===== src/rtl/clint_multi.sv =====
// clint_multi: core-local interruptor with one shared mtime and per-hart
// mtimecmp/msip, mapped on a 32-bit request/response bus.
module clint_multi #(
    parameter int unsigned NrHarts       = 2,
    parameter int unsigned SyncStages    = 2,
    parameter int unsigned PrescaleWidth = 8
) (
    input  logic               clk_i,
    input  logic               rst_ni,
    input  logic               req_valid_i,
    output logic               req_ready_o,
    input  logic               req_write_i,
    input  logic [15:0]        req_addr_i,
    input  logic [31:0]        req_wdata_i,
    input  logic [3:0]         req_wstrb_i,
    output logic               rsp_valid_o,
    output logic [31:0]        rsp_rdata_o,
    output logic               rsp_error_o,
    input  logic               rtc_i,
    output logic [NrHarts-1:0] timer_irq_o,
    output logic [NrHarts-1:0] ipi_o
);

    localparam logic [13:0] CtrlWord    = 14'h2FFC;
    localparam logic [13:0] MtimeLoWord = 14'h2FFE;
    localparam logic [13:0] MtimeHiWord = 14'h2FFF;

    function automatic logic [31:0] merge_bytes(
        input logic [31:0] old,
        input logic [31:0] wdata,
        input logic [3:0]  strb
    );
        logic [31:0] res;
        res = old;
        for (int b = 0; b < 4; b++) begin
            if (strb[b]) begin
                res[8*b +: 8] = wdata[8*b +: 8];
            end
        end
        return res;
    endfunction

    logic [63:0]               mtime_q, mtime_d;
    logic [NrHarts-1:0][63:0]  mtimecmp_q, mtimecmp_d;
    logic [NrHarts-1:0]        msip_q, msip_d;
    logic                      en_q, en_d;
    logic                      src_q, src_d;
    logic [PrescaleWidth-1:0]  div_q, div_d;
    logic [PrescaleWidth-1:0]  cnt_q, cnt_d;
    logic [SyncStages-1:0]     sync_q;
    logic                      edge_q;
    logic [NrHarts-1:0]        irq_q, irq_d;
    logic                      rsp_valid_q;
    logic [31:0]               rsp_rdata_q, rsp_rdata_d;
    logic                      rsp_error_q, rsp_error_d;

    logic [13:0]        word_addr;
    logic               msip_region;
    logic               cmp_region;
    logic               cmp_hi;
    logic               ctrl_hit;
    logic               lo_hit;
    logic               hi_hit;
    logic               mapped;
    logic               wr_en;
    logic               rd_en;
    logic [NrHarts-1:0] msip_sel;
    logic [NrHarts-1:0] cmp_sel;
    logic [31:0]        ctrl_rd;
    logic               rtc_rise;
    logic               src_pulse;
    logic               tick;
    logic [31:0]        lo_next;
    logic [31:0]        hi_next;
    logic               carry;
    logic               unused_addr;

    assign unused_addr = ^req_addr_i[1:0];

    assign word_addr   = req_addr_i[15:2];
    assign msip_region = (req_addr_i[15:14] == 2'b00);
    assign cmp_region  = (req_addr_i[15:14] == 2'b01);
    assign cmp_hi      = req_addr_i[2];
    assign ctrl_hit    = (word_addr == CtrlWord);
    assign lo_hit      = (word_addr == MtimeLoWord);
    assign hi_hit      = (word_addr == MtimeHiWord);

    always_comb begin
        for (int h = 0; h < NrHarts; h++) begin
            msip_sel[h] = msip_region && (req_addr_i[13:2] == 12'(h));
            cmp_sel[h]  = cmp_region && (req_addr_i[13:3] == 11'(h));
        end
    end

    assign mapped = (|msip_sel) | (|cmp_sel) | ctrl_hit | lo_hit | hi_hit;
    assign wr_en  = req_valid_i & req_write_i & mapped;
    assign rd_en  = req_valid_i & ~req_write_i & mapped;

    always_comb begin
        ctrl_rd                      = '0;
        ctrl_rd[0]                   = en_q;
        ctrl_rd[1]                   = src_q;
        ctrl_rd[8 +: PrescaleWidth]  = div_q;
    end

    // Rising edge of the synchronised RTC, one edge flop behind the chain.
    assign rtc_rise  = sync_q[SyncStages-1] & ~edge_q;
    assign src_pulse = src_q | rtc_rise;

    always_comb begin
        tick  = 1'b0;
        cnt_d = cnt_q;
        en_d  = en_q;
        src_d = src_q;
        div_d = div_q;
        if (src_pulse && en_q) begin
            if (cnt_q == div_q) begin
                tick  = 1'b1;
                cnt_d = '0;
            end else begin
                cnt_d = cnt_q + PrescaleWidth'(1);
            end
        end
        if (wr_en && ctrl_hit) begin
            cnt_d = '0;
            if (req_wstrb_i[0]) begin
                en_d  = req_wdata_i[0];
                src_d = req_wdata_i[1];
            end
            for (int i = 0; i < PrescaleWidth; i++) begin
                if (req_wstrb_i[(8+i)/8]) begin
                    div_d[i] = req_wdata_i[8+i];
                end
            end
        end
    end

    // A write to either word cuts the tick carry across the word boundary.
    always_comb begin
        carry   = tick & (&mtime_q[31:0]);
        lo_next = tick ? (mtime_q[31:0] + 32'd1) : mtime_q[31:0];
        hi_next = mtime_q[63:32] + {31'd0, carry};
        mtime_d = {hi_next, lo_next};
        if (wr_en && lo_hit) begin
            mtime_d[31:0]  = merge_bytes(lo_next, req_wdata_i, req_wstrb_i);
            mtime_d[63:32] = mtime_q[63:32];
        end
        if (wr_en && hi_hit) begin
            mtime_d[63:32] = merge_bytes(mtime_q[63:32], req_wdata_i,
                                         req_wstrb_i);
        end
    end

    always_comb begin
        msip_d     = msip_q;
        mtimecmp_d = mtimecmp_q;
        for (int h = 0; h < NrHarts; h++) begin
            if (wr_en && msip_sel[h] && req_wstrb_i[0]) begin
                msip_d[h] = req_wdata_i[0];
            end
            if (wr_en && cmp_sel[h]) begin
                if (cmp_hi) begin
                    mtimecmp_d[h][63:32] = merge_bytes(mtimecmp_q[h][63:32],
                                                       req_wdata_i,
                                                       req_wstrb_i);
                end else begin
                    mtimecmp_d[h][31:0] = merge_bytes(mtimecmp_q[h][31:0],
                                                      req_wdata_i,
                                                      req_wstrb_i);
                end
            end
        end
    end

    always_comb begin
        for (int h = 0; h < NrHarts; h++) begin
            irq_d[h] = (mtime_q >= mtimecmp_q[h]);
        end
    end

    always_comb begin
        rsp_rdata_d = '0;
        rsp_error_d = req_valid_i & ~mapped;
        if (rd_en) begin
            for (int h = 0; h < NrHarts; h++) begin
                if (msip_sel[h]) begin
                    rsp_rdata_d = {31'd0, msip_q[h]};
                end
                if (cmp_sel[h]) begin
                    rsp_rdata_d = cmp_hi ? mtimecmp_q[h][63:32]
                                         : mtimecmp_q[h][31:0];
                end
            end
            if (ctrl_hit) begin
                rsp_rdata_d = ctrl_rd;
            end
            if (lo_hit) begin
                rsp_rdata_d = mtime_q[31:0];
            end
            if (hi_hit) begin
                rsp_rdata_d = mtime_q[63:32];
            end
        end
    end

    always_ff @(posedge clk_i or negedge rst_ni) begin
        if (!rst_ni) begin
            mtime_q     <= '0;
            mtimecmp_q  <= '1;
            msip_q      <= '0;
            en_q        <= 1'b1;
            src_q       <= 1'b0;
            div_q       <= '0;
            cnt_q       <= '0;
            sync_q      <= '0;
            edge_q      <= 1'b0;
            irq_q       <= '0;
            rsp_valid_q <= 1'b0;
            rsp_rdata_q <= '0;
            rsp_error_q <= 1'b0;
        end else begin
            mtime_q     <= mtime_d;
            mtimecmp_q  <= mtimecmp_d;
            msip_q      <= msip_d;
            en_q        <= en_d;
            src_q       <= src_d;
            div_q       <= div_d;
            cnt_q       <= cnt_d;
            sync_q      <= {sync_q[SyncStages-2:0], rtc_i};
            edge_q      <= sync_q[SyncStages-1];
            irq_q       <= irq_d;
            rsp_valid_q <= req_valid_i;
            rsp_rdata_q <= rsp_rdata_d;
            rsp_error_q <= rsp_error_d;
        end
    end

    assign req_ready_o = 1'b1;
    assign rsp_valid_o = rsp_valid_q;
    assign rsp_rdata_o = rsp_rdata_q;
    assign rsp_error_o = rsp_error_q;
    assign timer_irq_o = irq_q;
    assign ipi_o       = msip_q;

endmodule


===== config.mk =====
export PLATFORM = sky130hd
export DESIGN_NAME = clint_multi
export DESIGN_NICKNAME = d
export VERILOG_FILES = /design/src/rtl/clint_multi.sv
export SDC_FILE = /design/constraint.sdc
export NUM_CORES = 1
export LEC_CHECK = 0
export ABC_CLOCK_PERIOD_IN_PS = 7000
export CAP_MARGIN = 10
export CELL_PAD_IN_SITES_DETAIL_PLACEMENT = 0
export CELL_PAD_IN_SITES_GLOBAL_PLACEMENT = 1
export CORE_UTILIZATION = 35
export DETAILED_ROUTE_END_ITERATION = 10
export HOLD_SLACK_MARGIN = 0.05
export PLACE_DENSITY_LB_ADDON = 0.1
export SYNTH_ARGS = -nofsm -noshare
export SYNTH_HDL_FRONTEND = slang
export SYNTH_SLANG_ARGS = --single-unit

===== constraint.sdc =====
create_clock -name clk_i -period 7 [get_ports clk_i]
set_clock_uncertainty 0.1 [all_clocks]
set_input_delay 1.05 -clock clk_i [delete_from_list [all_inputs] [get_ports clk_i]]
set_output_delay 1.05 -clock clk_i [all_outputs]
set_load 0.01 [all_outputs]

Word level (Yosys, flattened, before mapping)
Cells that the tools add are included.
{"block": "classes", "n_bitwise": 16, "n_eq_ne": 12, "mux": 26, "order_cmp": 2, "n_reduce_logical": 43, "addsub": 3}
{"op": "$mux 32", "count": 11}
{"op": "$ge 64x64->1", "count": 2}
{"op": "$mux 8", "count": 11}
{"op": "$mux 64", "count": 1}
{"op": "$reduce_and 3->1", "count": 16}
{"op": "$eq 14x14->1 const B", "count": 3}
{"op": "$add 32x1->32", "count": 1}
{"op": "$add 32x1->32 const B", "count": 1}
{"op": "$reduce_and 32->1", "count": 1}
{"op": "$logic_and 1x1->1", "count": 14}
{"op": "$eq 12x1->1 const B", "count": 1}
{"op": "$logic_not 12->1", "count": 1}
{"op": "$reduce_and 2->1", "count": 6}
{"op": "$eq 11x1->1 const B", "count": 1}
{"op": "$logic_not 11->1", "count": 1}
{"op": "$add 8x1->8 const B", "count": 1}
{"op": "$eq 8x8->1", "count": 1}
{"op": "$ne 2x2->1 const B", "count": 4}
{"op": "$and 1x1->1", "count": 7}
{"op": "$or 1x1->1", "count": 5}
{"op": "$not 1->1", "count": 4}
{"op": "$reduce_or 2->1", "count": 2}
{"op": "$mux 1", "count": 3}
{"op": "$eq 2x1->1 const B", "count": 1}
{"op": "other kinds (3)", "count": 3}
{"block": "totals", "input_bits": 57, "register_bits": 251}

Longest topological paths before layout
{"block": "depth", "word_depth": 11, "ltp_mapped": 14}

Least setup slack after synthesis
No wires, ideal clock.
{"block": "synth_path", "path_type": "reg-to-reg", "start": "reg cnt_q[0]", "end": "reg mtime_q[59]", "arrival_ps": 3158, "stages_incl_launch_ff": 14, "slack_ps": 3623, "cell_sequence": "dfrtp_1 xnor2_1 nand4_1 nor4_2 nand4_2 nor3_1 ha_1 and3_4 and4_1 buf_6 o211ai_4 or4_4 mux2i_1 o21a_1"}
{"block": "synth_via", "elab_chain_len": 7}
{"item": "from (decl)", "line": "49", "rtl": "logic [PrescaleWidth-1:0] cnt_q, cnt_d;"}
{"item": "from (signal assigned)", "line": "228", "rtl": "cnt_q <= cnt_d;"}
{"item": "$eq 8x8->1", "line": "117", "rtl": "if (cnt_q == div_q) begin"}
{"item": "$mux 1", "line": "117"}
{"item": "$mux 1", "line": "116", "rtl": "if (src_pulse && en_q) begin"}
{"item": "$and 1x1->1", "line": "140", "rtl": "carry = tick & (&mtime_q[31:0]);"}
{"item": "$add 32x1->32", "line": "142", "rtl": "hi_next = mtime_q[63:32] + {31'd0, carry};"}
{"item": "$mux 64", "line": "144", "rtl": "if (wr_en && lo_hit) begin"}
{"item": "$mux 32", "line": "148", "rtl": "if (wr_en && hi_hit) begin"}
{"item": "to (signal assigned)", "line": "222", "rtl": "mtime_q <= mtime_d;"}
{"item": "to (decl)", "line": "43", "rtl": "logic [63:0] mtime_q, mtime_d;"}
No other way between the ends. The select of a mux whose other input is x is not followed.
A chain may end at the register's enable or synchronous reset.

Worst setup path after layout
{"block": "layout_path", "start": "reg div_q[7]", "end": "reg mtime_q[54]"}
{"block": "layout_via", "elab_chain_len": 7}
{"item": "from (decl)", "line": "48", "rtl": "logic [PrescaleWidth-1:0] div_q, div_d;"}
{"item": "from (signal assigned)", "line": "227", "rtl": "div_q <= div_d;"}
{"item": "$eq 8x8->1", "line": "117"}
{"item": "$mux 1", "line": "117"}
{"item": "$mux 1", "line": "116"}
{"item": "$and 1x1->1", "line": "140"}
{"item": "$add 32x1->32", "line": "142"}
{"item": "$mux 64", "line": "144"}
{"item": "$mux 32", "line": "148"}
No other way between the ends. The select of a mux whose other input is x is not followed.

==> flow_summary.ini <==
[placed_design]
gp_congestion = 0.825
port_buffers = 92
dpl.hpwl_um = 37900

[global_routing]
overflow = 0
grt_first_pass_wirelength_um = 80800
grt_max_degree = 101
antenna_found_initial = 0
grt_pass1_vias = 12842
gr-usage-all-layers = 0.232

[timing]
fin_crit_ns = 4.86
slew_violations = 0
worst_pin_slew_ns = 1.20
fin_tns_setup_ns = 0
max_clock_freq_mhz = 206
min_period_over_period = 0.695
rsz0062_at_grt = no
hold_viol_final = 0
setup_viol = 0
slew_headroom = 0.196

[synthesis]
yosys-top-cells-area = dfstp_2 (21%), dfrtp_1 (19%), ha_1 (10%)
yosysUniqueCellTypes = 74
async_flop_share = 1.00
synth_area_leader_cell = dfstp_2
synth_edf_count = 0
synth_area_sq_um = 15800
synthCells = 1718
ys_seq_area_frac = 0.407
yosysMostFrequentCell = nand2_1
ys_seq_elements = 251
synthTopCellsByCount = nand2_1 (218), o21ai_0 (171), inv_1 (140)
syn-num-nets = 1907
ys.flop_type = dfstp_2
synth.top_cell.area_share = 0.214
avgSynthCellArea_sq_um = 9.21
yosys_warnings = 0

[layout]
nNetsFinal = 1989
post-route-util = 0.414
area_growth_pct = 16.3
diodes = 0
drive_gt1_frac = 0.140

[critical_path]
r2r_cells = 12
cp_data_required_time_ns = 7.31
crit_arrival_ns = 5.17
cp_max_fo = 6
cp-start-kind = flip-flop
path_class = flip-flop to flip-flop
end_kind = flip-flop

[route]
detail_route.first_pass.iterations = 7
post_drt_wl_per_cell_um = 21.8
drt_wl_total_um = 52600
drt.antenna.violating_nets = 0
drc = 0
vias = 12834
initialDrtViolationCount = 820
vias_per_cell = 5.31

[die]
row_count = 77
num_io_pins = 96
die-area_sq_um = 46000
start_util = 0.356
fp.dieH_um = 215
core-area_sq_um = 44400
die_w_um = 215

[clock_tree]
cts_tree = done
numCtsBuffers = 34
clockBufferDepth = 3
postCtsSetupBuffers = 0
cts_max_level = 2
clock_sinks = 251
hold_buffers = 0
root_buffer = clkbuf_16
clkLatencyLatePin_ns = 0.55
ctsResizeCount = 0
path_clk_slew_ns = 0.05

[power]
powerDensity_nw_per_um2 = 179
vdd_ir_drop_max_uv = 141
p_leak_nw = 8.49

[min_path]
worstHoldPathCells = 0
hold_path_class = flip-flop to flip-flop

[run_status]
outcome = completed

[job]
max-cap-violations = 0
==> layout by cell type (no fill, tap or decap), types with 49 or more instances in the layout <==
| cell type | n |
|---|---|
| mux2i_1 | 103 |
| dfstp_2 | 129 |
| o21ai_0 | 171 |
| nor2_1 | 125 |
| a21oi_1 | 71 |
| ha_1 | 132 |
| nand4_1 | 49 |
| inv_1 | 140 |
| clkdlybuf4s50_1 | 90 |
| dfrtp_1 | 122 |
| nand2_1 | 218 |
==> through the flow <==
step	cell area (sq um)	cells	hold WS [ns]	total power, W	setup slack, ns
2_1_floorplan	15800	1718	0.231	0.00154	3.62
3_3_place_gp	17300	2354	0.254	0.00165	2.23
3_5_place_dp	17300	2355	0.254	0.00165	2.22
4_1_cts	18400	2414	0.266	0.00335	2.17
5_1_grt	18400	2415	0.279	0.00340	1.90
6_report	18400	2415	0.263	0.00329	2.14
==> per-layer routing <==
| metal | vias to the layer above | GRT usage | part of all wire |
|---|---|---|---|
| li1 | 6257 | - | - |
| met3 | 74 | 0.0345 | 0.042 |
| met5 | - | 0 | 0 |
| met2 | 269 | 0.354 | 0.44 |
| met1 | 6234 | 0.334 | 0.49 |
| met4 | 0 | 0.0745 | 0.029 |
==> final cells by class <==
class	count	area, sq um
Inverter	140	526
Fill cell	4392	26000
Clock buffer	51	996
Clock inverter	8	50.0
Timing Repair Buffer	108	1060
Multi-Input combinational cell	1265	8580
Tap cell	592	741
Sequential cell	251	6440
==> logic make-up after synthesis <==
family                   count (synthesis)  share of synthesized area
adder cells (fa/ha/maj)                132                      0.104
AO/OA/AOI/OAI                          395                      0.151
multiplexers                           139                     0.0915
flip-flops                             251                      0.407
XOR/XNOR                                37                     0.0210
other                                    1                   0.000237
AND/OR/NAND/NOR                        561                      0.174
buffers and inverters                  202                     0.0507
==> power by group <==
part	switching, W	internal [W]
combinational	0.000106	0.0000544
sequential	0.00000163	0.00146
clock	0.000692	0.000982
==> worst paths after layout <==
path	start	end	slack [ns]
setup / recovery	div_q[7]	mtime_q[54]	2.14
setup reg to reg	div_q[7]	mtime_q[54]	2.14
min in group asynchronous	rst_ni	div_q[6]	0.40
hold / removal	sync_q[1]	edge_q	0.26
max in group asynchronous	rst_ni	rsp_rdata_o[12]	4.93
hold reg to reg	sync_q[1]	edge_q	0.26
==> sequential cells by signal, summed over array words and instances, names as in the netlist, 2 cells and up <==
| name | cells |
|---|---|
| sync_q | 2 |
| ipi_o | 2 |
| mtimecmp_q | 128 |
| div_q | 8 |
| timer_irq_o | 2 |
| rsp_rdata_o | 32 |
| mtime_q | 64 |
| cnt_q | 8 |
==> critical path: stages (launching register included) <==
cell	delay (ns)
dfrtp_1	0.40
xnor2_1	0.25
nand4_1	0.32
nor4_2	0.63
nand4_2	0.35
nor3_1	0.50
ha_1	0.29
and3_4	0.22
nand4_1	0.22
nor3_1	0.82
nand2_1	0.25
o211ai_1	0.22
o311ai_0	0.14
Power figures use the tool's default switching activity.
